<file path="config.mk">
export PLATFORM = sky130hd
export DESIGN_NAME = div_clk_monitor
export DESIGN_NICKNAME = d
export VERILOG_FILES = /design/src/rtl/div_clk_monitor_pkg.sv /design/src/rtl/div_clk_monitor_sync_2ff.sv /design/src/rtl/div_clk_monitor.sv
export SDC_FILE = /design/constraint.sdc
export NUM_CORES = 1
export LEC_CHECK = 0
export BUFFER_PORTS_ARGS = -buffer_cell sky130_fd_sc_hd__buf_2
export CAP_MARGIN = 20
export CORE_UTILIZATION = 60
export DETAILED_ROUTE_END_ITERATION = 10
export GPL_ROUTABILITY_DRIVEN = 0
export GPL_TIMING_DRIVEN = 0
export PLACE_DENSITY_LB_ADDON = 0.15
export SLEW_MARGIN = 20
export SYNTH_ARGS = -nofsm -noshare
export SYNTH_HDL_FRONTEND = slang
export SYNTH_SLANG_ARGS = --single-unit
</file>
<file path="constraint.sdc">
create_clock -name clk -period 4.1 [get_ports clk]
set_input_delay 0.205 -clock clk [delete_from_list [all_inputs] [get_ports clk]]
set_output_delay 0.205 -clock clk [all_outputs]
set_load 0.05 [all_outputs]
</file>
<file path="src/rtl/div_clk_monitor_pkg.sv">
// Shared definitions for the divided-clock monitor: FSM state encoding and
// the good-period window / timeout derivation from the divider parameters.
package div_clk_monitor_pkg;

    typedef enum logic [2:0] {
        ST_IDLE,
        ST_ACQ,
        ST_TRACK,
        ST_LOCKED,
        ST_FAULT
    } state_t;

    function automatic int good_lo(input int ratio, input int tol);
        return ratio - tol;
    endfunction

    function automatic int good_hi(input int ratio, input int tol);
        return ratio + tol;
    endfunction

    // First count value that can only mean a stalled divided clock.
    function automatic int tmo_val(input int ratio, input int tol);
        return ratio + tol + 1;
    endfunction

endpackage

</file>
<file path="src/rtl/div_clk_monitor_sync_2ff.sv">
// sync_2ff: 1-bit two-flop synchroniser, resets to 0; reusable across the clock tree.
module sync_2ff (
    input  logic clk,
    input  logic rstb,
    input  logic d,
    output logic q
);

    logic meta;

    // NOTE: flops use non-blocking assignments so each stage samples the pre-edge value of the one before.
    always_ff @(posedge clk or negedge rstb) begin
        if (!rstb) begin
            meta <= 1'b0;
            q    <= 1'b0;
        end else begin
            meta <= d;
            q    <= meta;
        end
    end

endmodule

</file>
<file path="src/rtl/div_clk_monitor.sv">
// div_clk_monitor: measures each divided-clock period in clk cycles, tracks lock and faults.
// Optional saturating bad-period counter is built only when DIV_MON_ERRCNT_EN is defined.
module div_clk_monitor
    import div_clk_monitor_pkg::*;
#(
    parameter int DIV_RATIO = 4,
    parameter int TOL       = 1,
    parameter int LOCK_CNT  = 4,
    parameter int CNT_W     = 8,
    parameter int ERR_W     = 8
) (
    input  logic             clk,
    input  logic             rstb,
    input  logic             en,
    input  logic             div_clk_in,
    output logic [CNT_W-1:0] period_out,
    output logic             period_vld,
    output logic             locked,
    output logic             fault,
    output logic [ERR_W-1:0] err_cnt
);

    localparam logic [CNT_W-1:0] GOOD_LO = CNT_W'(good_lo(DIV_RATIO, TOL));
    localparam logic [CNT_W-1:0] GOOD_HI = CNT_W'(good_hi(DIV_RATIO, TOL));
    localparam logic [CNT_W-1:0] TMO_VAL = CNT_W'(tmo_val(DIV_RATIO, TOL));
    localparam int               GOOD_W  = $clog2(LOCK_CNT + 1);
    localparam logic [GOOD_W-1:0] GOOD_LAST = GOOD_W'(LOCK_CNT - 1);

    logic              s2;
    logic              s3;
    logic              rise;
    logic [CNT_W-1:0]  count;
    logic              good;
    logic              bad;
    logic              tmo;
    logic              tracking;
    state_t            state;
    logic [GOOD_W-1:0] good_cnt;

    sync_2ff u_sync (
        .clk  (clk),
        .rstb (rstb),
        .d    (div_clk_in),
        .q    (s2)
    );

    always_ff @(posedge clk or negedge rstb) begin
        if (!rstb) s3 <= 1'b0;
        else       s3 <= s2;
    end

    assign rise = s2 & ~s3;

    always_ff @(posedge clk or negedge rstb) begin
        if (!rstb)                count <= '0;
        else if (rise)            count <= CNT_W'(1);
        else if (count != '1)     count <= count + CNT_W'(1);
    end

    // A rise landing on the timeout count is judged only as a (bad) period.
    assign tmo      = (count == TMO_VAL) && !rise;
    assign good     = rise && (count >= GOOD_LO) && (count <= GOOD_HI);
    assign bad      = rise && !good;
    assign tracking = (state == ST_TRACK) || (state == ST_LOCKED) || (state == ST_FAULT);

    always_ff @(posedge clk or negedge rstb) begin
        if (!rstb) begin
            state      <= ST_IDLE;
            good_cnt   <= '0;
            period_out <= '0;
            period_vld <= 1'b0;
            locked     <= 1'b0;
            fault      <= 1'b0;
        end else if (!en) begin
            state      <= ST_IDLE;
            good_cnt   <= '0;
            period_out <= '0;
            period_vld <= 1'b0;
            locked     <= 1'b0;
            fault      <= 1'b0;
        end else begin
            period_vld <= rise && tracking;
            if (rise && tracking) period_out <= count;

            case (state)
                ST_IDLE: state <= ST_ACQ;
                ST_ACQ: begin
                    if (rise) begin
                        state    <= ST_TRACK;
                        good_cnt <= '0;
                    end
                end
                ST_TRACK, ST_FAULT: begin
                    if (good) begin
                        if (good_cnt == GOOD_LAST) begin
                            state    <= ST_LOCKED;
                            locked   <= 1'b1;
                            fault    <= 1'b0;
                            good_cnt <= '0;
                        end else begin
                            good_cnt <= good_cnt + GOOD_W'(1);
                        end
                    end else if (bad) begin
                        good_cnt <= '0;
                    end else if (tmo) begin
                        good_cnt <= '0;
                        if (state == ST_TRACK) state <= ST_ACQ;
                    end
                end
                ST_LOCKED: begin
                    if (bad || tmo) begin
                        state    <= ST_FAULT;
                        locked   <= 1'b0;
                        fault    <= 1'b1;
                        good_cnt <= '0;
                    end
                end
                default: begin
                    state  <= ST_IDLE;
                    locked <= 1'b0;
                    fault  <= 1'b0;
                end
            endcase
        end
    end

`ifdef DIV_MON_ERRCNT_EN
    always_ff @(posedge clk or negedge rstb) begin
        if (!rstb)                                        err_cnt <= '0;
        else if (!en)                                     err_cnt <= '0;
        else if ((bad || tmo) && tracking && err_cnt != '1) err_cnt <= err_cnt + ERR_W'(1);
    end
`else
    assign err_cnt = '0;
`endif

endmodule
</file>
==> impl_summary.log <==
[metrics] outcome: complete, no violations
[metrics] gr ovfl total: 0
[metrics] leakage power: about 0.92 nW
[metrics] layout cell share with drive strength beyond 1: 0.1803
[metrics] peak clock frequency supported by timing: between 0.4 and 0.5 GHz
[metrics] H-tree lvl count: 1
[metrics] Slew headroom: 0.5886
[metrics] number of instances in the synthesized netlist: 156
[metrics] final-report setup violation count: 0
[metrics] synthesized area per cell: around 9.7 um^2
[metrics] path type of the worst setup path: flop to flop
[metrics] Final nets: 193
[metrics] critical register-to-register path endpoint: good_cnt[0]
[metrics] number of remaining DRC errors: 0
[metrics] pins over their slew limit: 0
[metrics] most common cell after layout, fill and taps aside: sky130_fd_sc_hd__dfrtp_1
[metrics] class of the tightest hold or removal check: primary input to flop
[metrics] hold slack: 0.1982 ns
[metrics] Antenna Diode Count: 0
[metrics] area of the mapped netlist: 0.001511 mm^2
[metrics] Total GRT Usage: 0.2570
[metrics] type of destination of the critical path: flop
[metrics] first-iteration detailed-routing DRC count: 25
[metrics] basic-gate share of the synthesized area counting and, or, nand and nor cells: 0.1978
[metrics] post-synthesis sequential element count: 28
[metrics] Die Span X: roughly 52 um
[metrics] TritonCTS clock tree: built
[metrics] Worst setup SP type: flop
[metrics] initial cell density of the core: 0.6580
[metrics] clk buf depth: 2
[metrics] Skew-Pair Late Insertion Delay: 0.33 ns
[metrics] placeable core region: 0.002297 mm^2
[metrics] dominant combinational cell family by area after synthesis: simple AND/OR/NAND/NOR gates
[metrics] startpoint of the most critical register-to-register path: count[0]
[metrics] crit path DAT: 2.63 ns
[metrics] adder and majority gate portion of the synthesized area: 0.04139
[metrics] total negative slack: 0 ns
[metrics] Async SR Flop Fraction: 1.000
[metrics] wire length of the first global-routing pass: approximately 5000 um
[metrics] launch point of the worst hold path: en
[metrics] Finished Core Util: 0.7397
[metrics] initial antenna violation count: 0
[metrics] Fillers: approximately 190
[metrics] Antenna Nets Post-Route: 0
[metrics] count of instances resized after the clock tree is built: 0
[metrics] fraction of the mapped netlist area in compound gates: 0.1233
[metrics] critical path peak fanout: 7
[metrics] die outline height: around 52 um
[metrics] largest net degree at the start of global routing: 29
[metrics] Max Cap Viol: 0
[metrics] IO Pins: 23
[metrics] Post-Synth XOR/XNOR Area: 0.03477
[metrics] Root Driver: sky130_fd_sc_hd__clkbuf_4
[metrics] Reg2Reg Depth: 8
[metrics] Period Utilization, post-route: 0.5836
[metrics] per-cell routed wire length: 13.73 um
[metrics] number of hold violations in the final report: 0
[metrics] post-synthesis sequential area ratio: 0.4636
[metrics] clock buffer count from CTS: 3
[metrics] final routed wirelength across all metal layers: 2896 um
[metrics] time the final worst path needs with I/O delays and setup: between 2 and 2.5 ns
[metrics] EDFF count, synth: 0
[metrics] flip-flop cell with the highest count after synthesis: sky130_fd_sc_hd__dfrtp_1
[metrics] count of clock tree sinks: 28
[metrics] clock transition at the register clock pins on the worst setup and hold paths after CTS: 0.15 ns
[metrics] Avg Vias per Cell: between 5 and 6
[metrics] slew at the pin closest to its max-slew limit: 0.6172 ns
[metrics] overall power consumption: ~0.0007 W
[metrics] Die Outline Area: 0.002724 mm^2
[metrics] number of warnings reported in the yosys synthesis log: 0
[metrics] Yosys cell types: 40
[metrics] total number of vias: 1189
[metrics] cell row count: 17
[metrics] mux contribution to synthesized area: 0.06705
[metrics] number of instances on the worst hold path: 3
[metrics] RSZ-0062 raised after global routing: no
[metrics] iteration count of the initial detailed-routing pass: 4
[metrics] commonest cells after routing, fill and taps aside: sky130_fd_sc_hd__dfrtp_1, sky130_fd_sc_hd__nor2_1, sky130_fd_sc_hd__buf_2
[metrics] vias in the first global route: ~1200
[metrics] worst setup skew after layout: 0.001461 ns
[metrics] final design instance area without fill: around 0.0017 mm^2
[metrics] PD cells: 411.3 mW/mm^2
[metrics] layout overhead on the synthesized area: 12.42%
[metrics] IR Drop Worst-Case VDD: 328.9 uV
[metrics] CP required: 4.34 ns
[metrics] Worst Hold Path EP: state[1]
[metrics] standard cell area after detailed placement: 0.001643 mm^2
[metrics] number of input and output port buffers inserted: 14
[metrics] FF-to-FF setup slack: 1.71 ns
[metrics] Post-DP HPWL: approximately 2100 um
[critical path, stage by stage (launching register included)]
cell and delay [ns]:
sky130_fd_sc_hd__dfrtp_1 0.46, sky130_fd_sc_hd__inv_1 0.11, sky130_fd_sc_hd__ha_1 0.20, sky130_fd_sc_hd__nand2b_1 0.14, sky130_fd_sc_hd__o221ai_1 0.25, sky130_fd_sc_hd__and2b_1 0.30, sky130_fd_sc_hd__o21a_1 0.25, sky130_fd_sc_hd__a211o_1 0.32
sky130_fd_sc_hd__mux2_2 0.27
[flip-flops by register name, summed over array words and instances (netlist names), 3 cells and up]
register	flops
period_out	8
state	3
good_cnt	3
count	8
[kinds of logic (layout without fill, tap and decap cells)]
kind of cell | count (synthesis) | in the layout
AOI/OAI and AO/OA | 29 | 29
xor gates and xnor gates | 6 | 6
adders and majority gates | 5 | 5
buffers and inverters | 18 | 38
DFF | 28 | 28
muxes | 10 | 10
other | 1 | 8
and+or+nand+nor | 59 | 59
[routing by layer]
| layer | share of wire | global-route usage |
|---|---|---|
| met1 | 0.45 | 0.3149 |
| met2 | 0.49 | 0.4338 |
| met3 | 0.031 | 0.03478 |
| met4 | 0.022 | 0.1447 |
| met5 | 0 | 0 |
[per-stage QoR]
step                      worst slack, ns  cells
after global placement              1.796    205
final                               1.707    211
after CTS                           1.710    211
after global routing                1.573    211
after floorplan                     1.985    163
after detailed placement            1.737    205
[how the worst max path moves through the flow]
stage	start	end	slack [ns]	depth (start not counted)
detailed placement	count[0]	good_cnt[0]	1.74	8
global placement	count[0]	good_cnt[0]	1.80	8
finish	count[0]	good_cnt[0]	1.71	8
floorplan	count[0]	good_cnt[0]	1.98	8
global route	count[0]	good_cnt[0]	1.57	8
CTS	count[0]	good_cnt[0]	1.71	8
[final cells by class]
cell class	count	area, um^2	area share
Inverter	5	18.77	0.01105
Buffer	13	86.33	0.05081
Clock buffer	4	36.28	0.02135
Sequential cell	28	700.7	0.4124
Multi-Input combinational cell	117	732.0	0.4308
Tap cell	28	35.03	0.02062
Timing Repair Buffer	16	90.09	0.05302
[power breakdown]
group / internal [W] / switching (W) / leakage [nW]
clock: 0.0000545 / 0.0000816 / 0.0210
sequential: 0.000304 / 0.0000292 / 0.375
combinational: 0.0000869 / 0.000143 / 0.525
[timing repair]
item                       4_1_cts  5_1_grt
hold endpoints to repair        29        0
hold buffers                     2        0
setup endpoints to repair        0        0
setup buffers                    0        0
[synthesized netlist by cell type, types with 4 or more instances]
library cell	n	area, um^2
sky130_fd_sc_hd__ha_1	5	62.56
sky130_fd_sc_hd__inv_1	4	15.01
sky130_fd_sc_hd__nor2b_1	5	31.28
sky130_fd_sc_hd__xor2_1	5	43.79
sky130_fd_sc_hd__nand2b_1	4	25.02
sky130_fd_sc_hd__a31oi_1	4	25.02
sky130_fd_sc_hd__nand2_1	10	37.54
sky130_fd_sc_hd__mux2i_1	9	90.09
sky130_fd_sc_hd__nand3_1	4	20.02
sky130_fd_sc_hd__buf_4	9	67.56
sky130_fd_sc_hd__dfrtp_1	28	700.7
sky130_fd_sc_hd__a21oi_1	6	30.03
sky130_fd_sc_hd__nor2_1	24	90.09
sky130_fd_sc_hd__o21ai_0	5	25.02
(Power assumes the default switching activity.)
